`src/rtl/bcd_scan_mux.sv`:
```
// Four-digit BCD scan multiplexer with leading-zero blanking and
// frame-synchronous double-buffered loading.
module bcd_scan_mux #(
  parameter int unsigned PRESCALE = 4
) (
  input  logic        clk,
  input  logic        rst,
  input  logic        load,
  input  logic [15:0] din,
  input  logic        lzb_in,
  output logic        w,
  output logic        x,
  output logic        y,
  output logic        z,
  output logic [3:0]  an,
  output logic        blank,
  output logic        err,
  output logic        frame
);

  localparam logic [15:0] PRE_MAX = 16'(PRESCALE - 1);

  logic [15:0] pre;
  logic [1:0]  idx;
  logic [15:0] active;
  logic        active_lzb;
  logic [15:0] pending;
  logic        pending_lzb;
  logic        pending_valid;

  logic        slot_end;
  logic        frame_wrap;
  logic [3:0]  nibble;
  logic        upper_zero;
  logic        blanked;

  assign slot_end   = (pre == PRE_MAX);
  assign frame_wrap = slot_end && (idx == 2'd3);

  always_ff @(posedge clk) begin
    if (rst) begin
      pre           <= '0;
      idx           <= '0;
      active        <= '0;
      active_lzb    <= 1'b0;
      pending       <= '0;
      pending_lzb   <= 1'b0;
      pending_valid <= 1'b0;
    end else begin
      pre <= slot_end ? '0 : pre + 16'd1;
      if (slot_end) idx <= idx + 2'd1;

      // Display data only changes on the frame-wrap edge; a load landing
      // on that edge bypasses the pending buffer so the newest data wins.
      if (frame_wrap) begin
        if (load) begin
          active     <= din;
          active_lzb <= lzb_in;
        end else if (pending_valid) begin
          active     <= pending;
          active_lzb <= pending_lzb;
        end
        pending_valid <= 1'b0;
      end else if (load) begin
        pending       <= din;
        pending_lzb   <= lzb_in;
        pending_valid <= 1'b1;
      end
    end
  end

  // upper_zero: digits idx..3 are all zero; never true for digit 0.
  always_comb begin
    nibble     = active[3:0];
    upper_zero = 1'b0;
    case (idx)
      2'd0: begin
        nibble     = active[3:0];
        upper_zero = 1'b0;
      end
      2'd1: begin
        nibble     = active[7:4];
        upper_zero = (active[15:4] == 12'd0);
      end
      2'd2: begin
        nibble     = active[11:8];
        upper_zero = (active[15:8] == 8'd0);
      end
      default: begin
        nibble     = active[15:12];
        upper_zero = (active[15:12] == 4'd0);
      end
    endcase
  end

  assign blanked      = active_lzb && upper_zero;
  assign {w, x, y, z} = blanked ? 4'b0000 : nibble;
  assign an           = blanked ? 4'b0000 : (4'b0001 << idx);
  assign blank        = blanked;
  assign err          = !blanked && (nibble > 4'd9);
  assign frame        = (idx == 2'd0) && (pre == 16'd0);

endmodule

```
`config.mk`:
```
export PLATFORM = sky130hd
export DESIGN_NAME = bcd_scan_mux
export DESIGN_NICKNAME = d
export VERILOG_FILES = /design/src/rtl/bcd_scan_mux.sv
export SDC_FILE = /design/constraint.sdc
export NUM_CORES = 1
export LEC_CHECK = 0
export ABC_AREA = 1
export CORE_UTILIZATION = 56
export DETAILED_ROUTE_END_ITERATION = 6
export HOLD_SLACK_MARGIN = 0.12
export PLACE_DENSITY_LB_ADDON = 0.05
export SYNTH_ARGS = -nofsm -noshare
export SYNTH_HDL_FRONTEND = slang
export SYNTH_SLANG_ARGS = --single-unit
```
`constraint.sdc`:
```
create_clock -name clk -period 1.6 [get_ports clk]
set_input_delay 0.32 -clock clk [delete_from_list [all_inputs] [get_ports clk]]
set_output_delay 0.32 -clock clk [all_outputs]
set_load 0.005 [all_outputs]
```
==> summary.md, run 1 <==
| Metric | Value |
|---|---|
| Critical Path RT | `1280 ps` |
| Post-synthesis adder-cell area fraction | `3.02%` |
| Setup violators final | `11` |
| Max IR drop VDD | `0.000505 V` |
| Post-synthesis simple-gate area fraction | `36.4%` |
| Slew @ Worst Pin | `380 ps` |
| Comb pwr share | `15.8%` |
| CTS tree | `yes` |
| Antenna Cells | `0` |
| Clock root buffer | `clkbuf_8` |
| Syn avg cell area | `7.09 um^2` |
| Max cap viols | `0` |
| Worst-path clk slew | `90 ps` |
| Port buffer count | `30` |
| Xor/xnor share of the synthesized area | `1.21%` |
| Sequential share of power | `49.7%` |
| YS warnings | `0` |
| Syn nets | `436` |
| CTS sink count | `53` |
| CP Class | `reg -> out` |
| Synth Area in Compound Gates | `6.34%` |
| EDFF count, synth | `0` |
| Reg2reg end | `pending[8]$_SDFFE_PP0P_` |
| Grt ovf | `0` |
| Pre-Repair DR Iteration Count | `4` |
| CP startpoint kind | `register` |
| Vias per cell | `5.02` |
| HPWL Detailed | `4630 um` |
| Crit path from | `idx[1]$_SDFFE_PP0P_` |
| Total track usage | `27.7%` |
| Worst hold path class | `in -> reg` |
| Register area | `1070 um^2` |
| First-pass GRT wire length | `11,500 um` |
| Chip Height | `74.0 um` |
| Critical path arrival | `1710 ps` |
| Fillcell total | `330` |
| F_max | `0.493 GHz` |
| Max Root-Sink Buffers | `2` |
| Core area | `4850 um^2` |
| Largest net degree at the start of global routing | `40` |
| RSZ-0062 raised after global routing | `true` |
| Failing checks | `negative setup slack` |
| Post-synthesis cell area | `2900 um^2` |
| Area Overhead vs Synth | `35.7%` |
| Yosys cell types | `33` |
| Post-DP Area | `3620 um^2` |
| Vias in the first global route | `2,664` |
| Max-slew violations | `0` |
| Setup WS post-layout | `-429 ps` |
| Die Area | `5470 um^2` |
| Row count | `25` |
| Vias | `2,783` |
| Post-synth ARST share | `0%` |
| Drt total wl | `7220 um` |
| Net load switching power | `0.689 mW` |
| Initial Util | `59.8%` |
| Register area share after synthesis | `36.6%` |
| Drt initial violations | `127` |
| CTS Buf Count | `5` |
| Max Fanout on Critical Path | `4` |
| Routability cong. | `0.933` |
| Worst hold stages | `4` |
| Cells after synthesis | `409` |
| FF-to-FF setup slack | `90 ps` |
| Critical Path End | `err` |
| H-tree depth | `2` |
| Die width | `74.0 um` |
| Int Power | `2.11 mW` |
| Mux share of post-synthesis cell area | `6.60%` |
| Slew HR | `74.5%` |
| Post-synth top cells | `nand2_1, nor2_1, dfxtp_1, inv_1, a21oi_1` |
| # IOs | `31` |
| Register-to-Register Path Depth | `8` |
| Minimum clock period after layout | `2030 ps` |
| Crit end category | `output pin` |
| Multi-input gate area | `1750 um^2` |
| Per-cell routed wire length | `13.0 um` |
| Residual DRC | `0` |
| Post-route ant nets | `0` |
| Top post-synthesis cells by area | `dfxtp_1, nand2_1, nor2_1` |
| Power per Cell Area | `711 nW/um^2` |
| Initial antenna violation count | `0` |
| Clk_skew | `11.8 ps` |
| Post-route cell area | `3940 um^2` |
| Final Hold Viols | `0` |
| Net Sw Frac | `24.6%` |
| Leakage power | `1.84 nW` |
| Synth Register Bits | `53` |
| Outcome | `finished, violations left` |
| Largest family of logic cells by synthesized area | `simple AND/OR/NAND/NOR gates` |
| Share of cells above drive strength 1 | `29.2%` |
| Worst skew pair latency | `320 ps` |
| Final core utilization | `81.2%` |
| Nets | `513` |
| Top FF cell, synth | `dfxtp_1` |
| Beginning of the worst register-to-register path | `idx[0]$_SDFFE_PP0P_` |
| Yosys top cell area share | `36.6%` |
| Final period utilization | `127%` |
| Clock network fraction of total power | `34.4%` |
| Yosys top cell by area | `dfxtp_1` |
## per-stage QoR
stage	std cells	hold slack, ps	TNS [ps]	power, mW	setup slack (ps)
final	554	460	-3400	2.80	-429
after detailed placement	544	469	-4610	1.80	-467
after CTS	554	455	-2770	2.77	-368
after floorplan	409	448	0	1.63	107
after global routing	554	504	-4180	2.90	-477
after global placement	544	456	-4040	1.79	-409
## flip-flops by register name, summed over array words and instances (netlist names)
signal,flops
idx,2
pending,16
pre,16
active_lzb,1
active,16
pending_valid,1
pending_lzb,1
## metal layers
metal	global-route usage, %	share of wire (%)	up-vias
met5	0	0	-
met4	13.0	3.8	0
met3	4.88	3.0	23
met2	52.6	54	55
met1	29.3	39	1265
li1	-	-	1440
## timing repair
action,4_1_cts,5_1_grt
endpoints found under the setup margin,13,56
resized for setup,80,30
pin swaps,11,7
gates cloned,0,0
setup buffers,2,0
hold buffers,0,0
## how the worst min path moves through the flow
stage | endpoint | slack [ps] | start
final | pending_valid$_SDFFE_PP0P_ | 460 | load
after detailed placement | pending[11]$_SDFFE_PP0P_ | 470 | pending[11]$_SDFFE_PP0P_
after global routing | pending_valid$_SDFFE_PP0P_ | 500 | load
after global placement | pending[12]$_SDFFE_PP0P_ | 460 | pending[12]$_SDFFE_PP0P_
after floorplan | pending[0]$_SDFFE_PP0P_ | 450 | pending[0]$_SDFFE_PP0P_
after CTS | pending_valid$_SDFFE_PP0P_ | 460 | load
## layout by cell type (no fill, tap or decap), types with 3 or more instances in the layout
| master | count |
|---|---|
| nor3_1 | 7 |
| a21oi_1 | 24 |
| clkdlybuf4s50_1 | 18 |
| xor2_1 | 3 |
| nand3b_1 | 18 |
| buf_12 | 4 |
| o21ai_2 | 3 |
| buf_2 | 11 |
| nand3_1 | 7 |
| nor2_2 | 8 |
| inv_2 | 3 |
| dfxtp_1 | 49 |
| clkbuf_8 | 6 |
| nand4_1 | 3 |
| inv_1 | 38 |
| nand2_2 | 6 |
| ha_4 | 5 |
| buf_4 | 49 |
| nor2_1 | 83 |
| buf_6 | 5 |
| nand2_1 | 85 |
| mux2_2 | 17 |
## power by group through the flow
stage,Clock [mW],Combinational [mW],Sequential (mW)
global route,1.02,0.486,1.40
finish,0.964,0.443,1.39
global placement,0,0.378,1.41
CTS,0.975,0.409,1.39
detailed placement,0,0.386,1.42
floorplan,0,0.213,1.42
## worst max-delay path: stages (launching register included)
cell     delay (ps)
dfxtp_4         390
inv_4           100
ha_4            170
buf_6           120
nand2_2          70
a31oi_4         190
buf_6           120
nor2_2           30
nor2_1          100
buf_2           120
## kinds of logic after synthesis
| group | after synthesis |
|---|---|
| AO/OA/AOI/OAI | 36 |
| adder cells (fa/ha/maj) | 7 |
| flip-flops | 53 |
| XOR/XNOR | 4 |
| multiplexers | 17 |
| buffers and inverters | 61 |
| AND/OR/NAND/NOR | 231 |
## layout make-up
class,instances,share of cell area (%)
clock inverter,1,0.763
inverter,44,4.45
clock buffer,7,2.19
sequential,53,27.2
multi-input combinational,295,44.5
timing repair buffer,87,18.8
tap,67,2.13
(Power assumes the default switching activity.)
==> run 2, diff against run 1 <==
- CORE_ASPECT_RATIO: not set -> 0.6
==> summary.md, run 2 (same netlist as run 1, synthesis figures left out) <==
| Metric | Value |
|---|---|
| Post-route ant nets | `0 (unchanged)` |
| Net Sw Frac | `27.8% (was 24.6%)` |
| Chip Height | `57.7 um (was 74.0 um)` |
| Max Fanout on Critical Path | `4 (unchanged)` |
| Clk_skew | `8.69 ps (was 11.8 ps)` |
| Die width | `94.9 um (was 74.0 um)` |
| Worst skew pair latency | `320 ps (about the same)` |
| Vias in the first global route | `2,569 (was 2,664)` |
| Overall power | `2.67 mW (was 2.80 mW)` |
| Share of cells above drive strength 1 | `32.8% (was 29.2%)` |
| Drt total wl | `9010 um (was 7220 um)` |
| First-pass GRT wire length | `11,800 um (was 11,500 um)` |
| Power per Cell Area | `650 nW/um^2 (was 711 nW/um^2)` |
| Slew HR | `71.8% (was 74.5%)` |
| Final hold slack | `391 ps (was 460 ps)` |
| Final Hold Viols | `0 (unchanged)` |
| Per-cell routed wire length | `16.0 um (was 13.0 um)` |
| Routability cong. | `0.953 (was 0.933)` |
| Most common cell after layout, fill and taps aside | `nand2_1 (unchanged)` |
| Final period utilization | `128% (was 127%)` |
| Setup tns final | `-4400 ps (was -3400 ps)` |
| Regs by FF count | `active (16), pending (16), pre (16) (unchanged)` |
| Pre-Repair DR Iteration Count | `5 (was 4)` |
| Residual DRC | `0 (unchanged)` |
| Setup WS post-layout | `-443 ps (was -429 ps)` |
| H-tree depth | `2 (unchanged)` |
| Reg2reg end | `active[2]$_SDFFE_PP0P_ (was pending[8]$_SDFFE_PP0P_)` |
| # IOs | `31 (unchanged)` |
| Worst hold path startpoint | `load (unchanged)` |
| Pre-CTS setup slack | `-511 ps (was -467 ps)` |
| Slew @ Worst Pin | `420 ps (was 380 ps)` |
| FF-to-FF setup slack | `-100 ps (was 90 ps)` |
| Nets | `526 (was 513)` |
| Net load switching power | `0.743 mW (was 0.689 mW)` |
| HPWL Detailed | `4920 um (was 4630 um)` |
| Critical path arrival | `1720 ps (was 1710 ps)` |
| Minimum clock period after layout | `2040 ps (was 2030 ps)` |
| Hold endpoint | `pending[15]$_SDFFE_PP0P_ (was pending_valid$_SDFFE_PP0P_)` |
| Area Overhead vs Synth | `41.7% (was 35.7%)` |
| Max Root-Sink Buffers | `2 (unchanged)` |
| CTS Buf Count | `5 (unchanged)` |
| Drt initial violations | `251 (was 127)` |
| Initial antenna violation count | `0 (unchanged)` |
| Leakage power | `1.89 nW (was 1.84 nW)` |
| Clock network fraction of total power | `30.4% (was 34.4%)` |
| Most frequent cells in the layout | `nand2_1, nor2_1, buf_4 (was nand2_1, nor2_1, dfxtp_1, buf_4, inv_1)` |
| Initial Util | `60.7% (was 59.8%)` |
| Grt ovf | `0 (unchanged)` |
| CP Class | `reg -> out (unchanged)` |
| Beginning of the worst register-to-register path | `pre[11]$_SDFF_PP0_ (was idx[0]$_SDFFE_PP0P_)` |
| Row count | `19 (was 25)` |
| Port buffer count | `30 (unchanged)` |
| Register area | `1080 um^2 (was 1070 um^2)` |
| Most used cell, CP | `nor2_1 (was buf_6)` |
| Setup violators final | `20 (was 11)` |
| Final core utilization | `86.0% (was 81.2%)` |
| Multi-input gate area | `1790 um^2 (was 1750 um^2)` |
| Inst Count DP | `538 (was 544)` |
| Largest net degree at the start of global routing | `48 (was 40)` |
| Max IR drop VDD | `0.000497 V (was 0.000505 V)` |
| Sequential share of power | `52.1% (was 49.7%)` |
| Vias per cell | `5.48 (was 5.02)` |
| CP peak stage delay | `380 ps (was 390 ps)` |
| Outcome | `finished, violations left (unchanged)` |
| Clock root buffer | `clkbuf_8 (unchanged)` |
| Worst-path clk slew | `100 ps (was 90 ps)` |
| Crit path buf inv count | `4 (unchanged)` |
| Post-route cell area | `4110 um^2 (was 3940 um^2)` |
| Critical Path, Cell by Cell | `buf_6 -> ha_4 -> inv_4 -> o21ai_1 -> nor2_1 -> a21oi_2 -> nand2_2 -> buf_4 -> nor2_1 -> buf_2 (was inv_4 -> ha_4 -> buf_6 -> nand2_2 -> a31oi_4 -> buf_6 -> nor2_2 -> nor2_1 -> buf_2)` |
| CTS Hold Bufs | `0 (unchanged)` |
| CP max stage cell | `dfxtp_2 (was dfxtp_4)` |
| Antenna Cells | `0 (unchanged)` |
| Max cap viols | `0 (unchanged)` |
| Crit end category | `output pin (unchanged)` |
| Total track usage | `28.2% (was 27.7%)` |
| F_max | `0.489 GHz (was 0.493 GHz)` |
| Worst hold path class | `in -> reg (unchanged)` |
| Comb pwr share | `17.5% (was 15.8%)` |
| CP delay by family, top | `buffers and inverters (unchanged)` |
| CTS tree | `yes (unchanged)` |
| Critical Path RT | `1280 ps (about the same)` |
| RSZ-0062 raised after global routing | `true (unchanged)` |
| Max-slew violations | `0 (unchanged)` |
| Failing checks | `negative setup slack (unchanged)` |
| Fillcell total | `261 (was 330)` |
| CTS sink count | `53 (unchanged)` |
| CP startpoint kind | `register (unchanged)` |
| Int Power | `1.93 mW (was 2.11 mW)` |
| Core area | `4780 um^2 (was 4850 um^2)` |
| Vias | `3,086 (was 2,783)` |
| Layout Cells excl Fill | `563 (was 554)` |
| Die Area | `5480 um^2 (was 5470 um^2)` |
| Crit path from | `idx[1]$_SDFFE_PP0P_ (unchanged)` |
| Post-DP Area | `3590 um^2 (was 3620 um^2)` |
| Register-to-Register Path Depth | `10 (was 8)` |
| Worst hold stages | `3 (was 4)` |
[run 2: cell types whose count changed in the layout (fill, tap and decap cells not counted), moves of 3 or more]
cell | before | now
buf_4 | 49 | 52
o21ai_0 | 1 | 4
buf_6 | 5 | 10
clkbuf_16 | 0 | 3
nor2_1 | 83 | 78
dfxtp_2 | 2 | 9
nor2_4 | 1 | 5
dfxtp_1 | 49 | 43
[run 2: cell type report]
type / instances / area share, %
Inverter: 44 / 4.32
Sequential cell: 53 / 26.2
Clock inverter: 3 / 0.639
Multi-Input combinational cell: 298 / 43.6
Timing Repair Buffer: 97 / 21.7
Tap cell: 63 / 1.92
Clock buffer: 5 / 1.67
[run 2: power by group through the flow]
stage	sequential (mW)	combinational [mW]	clock [mW]
3_5_place_dp	1.41	0.393	0
4_1_cts	1.39	0.425	0.799
6_report	1.39	0.468	0.812
5_1_grt	1.39	0.502	0.856
2_1_floorplan	1.42	0.213	0
3_3_place_gp	1.41	0.382	0
[run 2: worst max path at each step]
stage / cells past startpoint / slack (ps) / to
final: 10 / -440 / err
after floorplan: 9 / 110 / an[0]
after global placement: 10 / -430 / an[1]
after global routing: 10 / -530 / err
after detailed placement: 10 / -510 / an[2]
after CTS: 11 / -360 / err
[run 2: tightest hold or removal path: stages]
cell and delay, ps:
buf_2 180, a21oi_1 90, nor2_1 80
[run 2: timing repair]
item / 4_1_cts / 5_1_grt
gates resized for setup: 79 / 39
endpoints found under the setup margin: 30 / 61
buffers inserted: 8 / 3
pin swaps: 12 / 19
cloned: 1 / 5
[run 2: routing by layer]
| layer | vias to the layer above | global-route usage (%) | routed length, um |
|---|---|---|---|
| met5 | - | 0 | 0 |
| li1 | 1475 | - | - |
| met3 | 33 | 5.77 | 789 |
| met1 | 1401 | 37.3 | 3800 |
| met2 | 177 | 45.9 | 4110 |
| met4 | 0 | 10.2 | 296 |
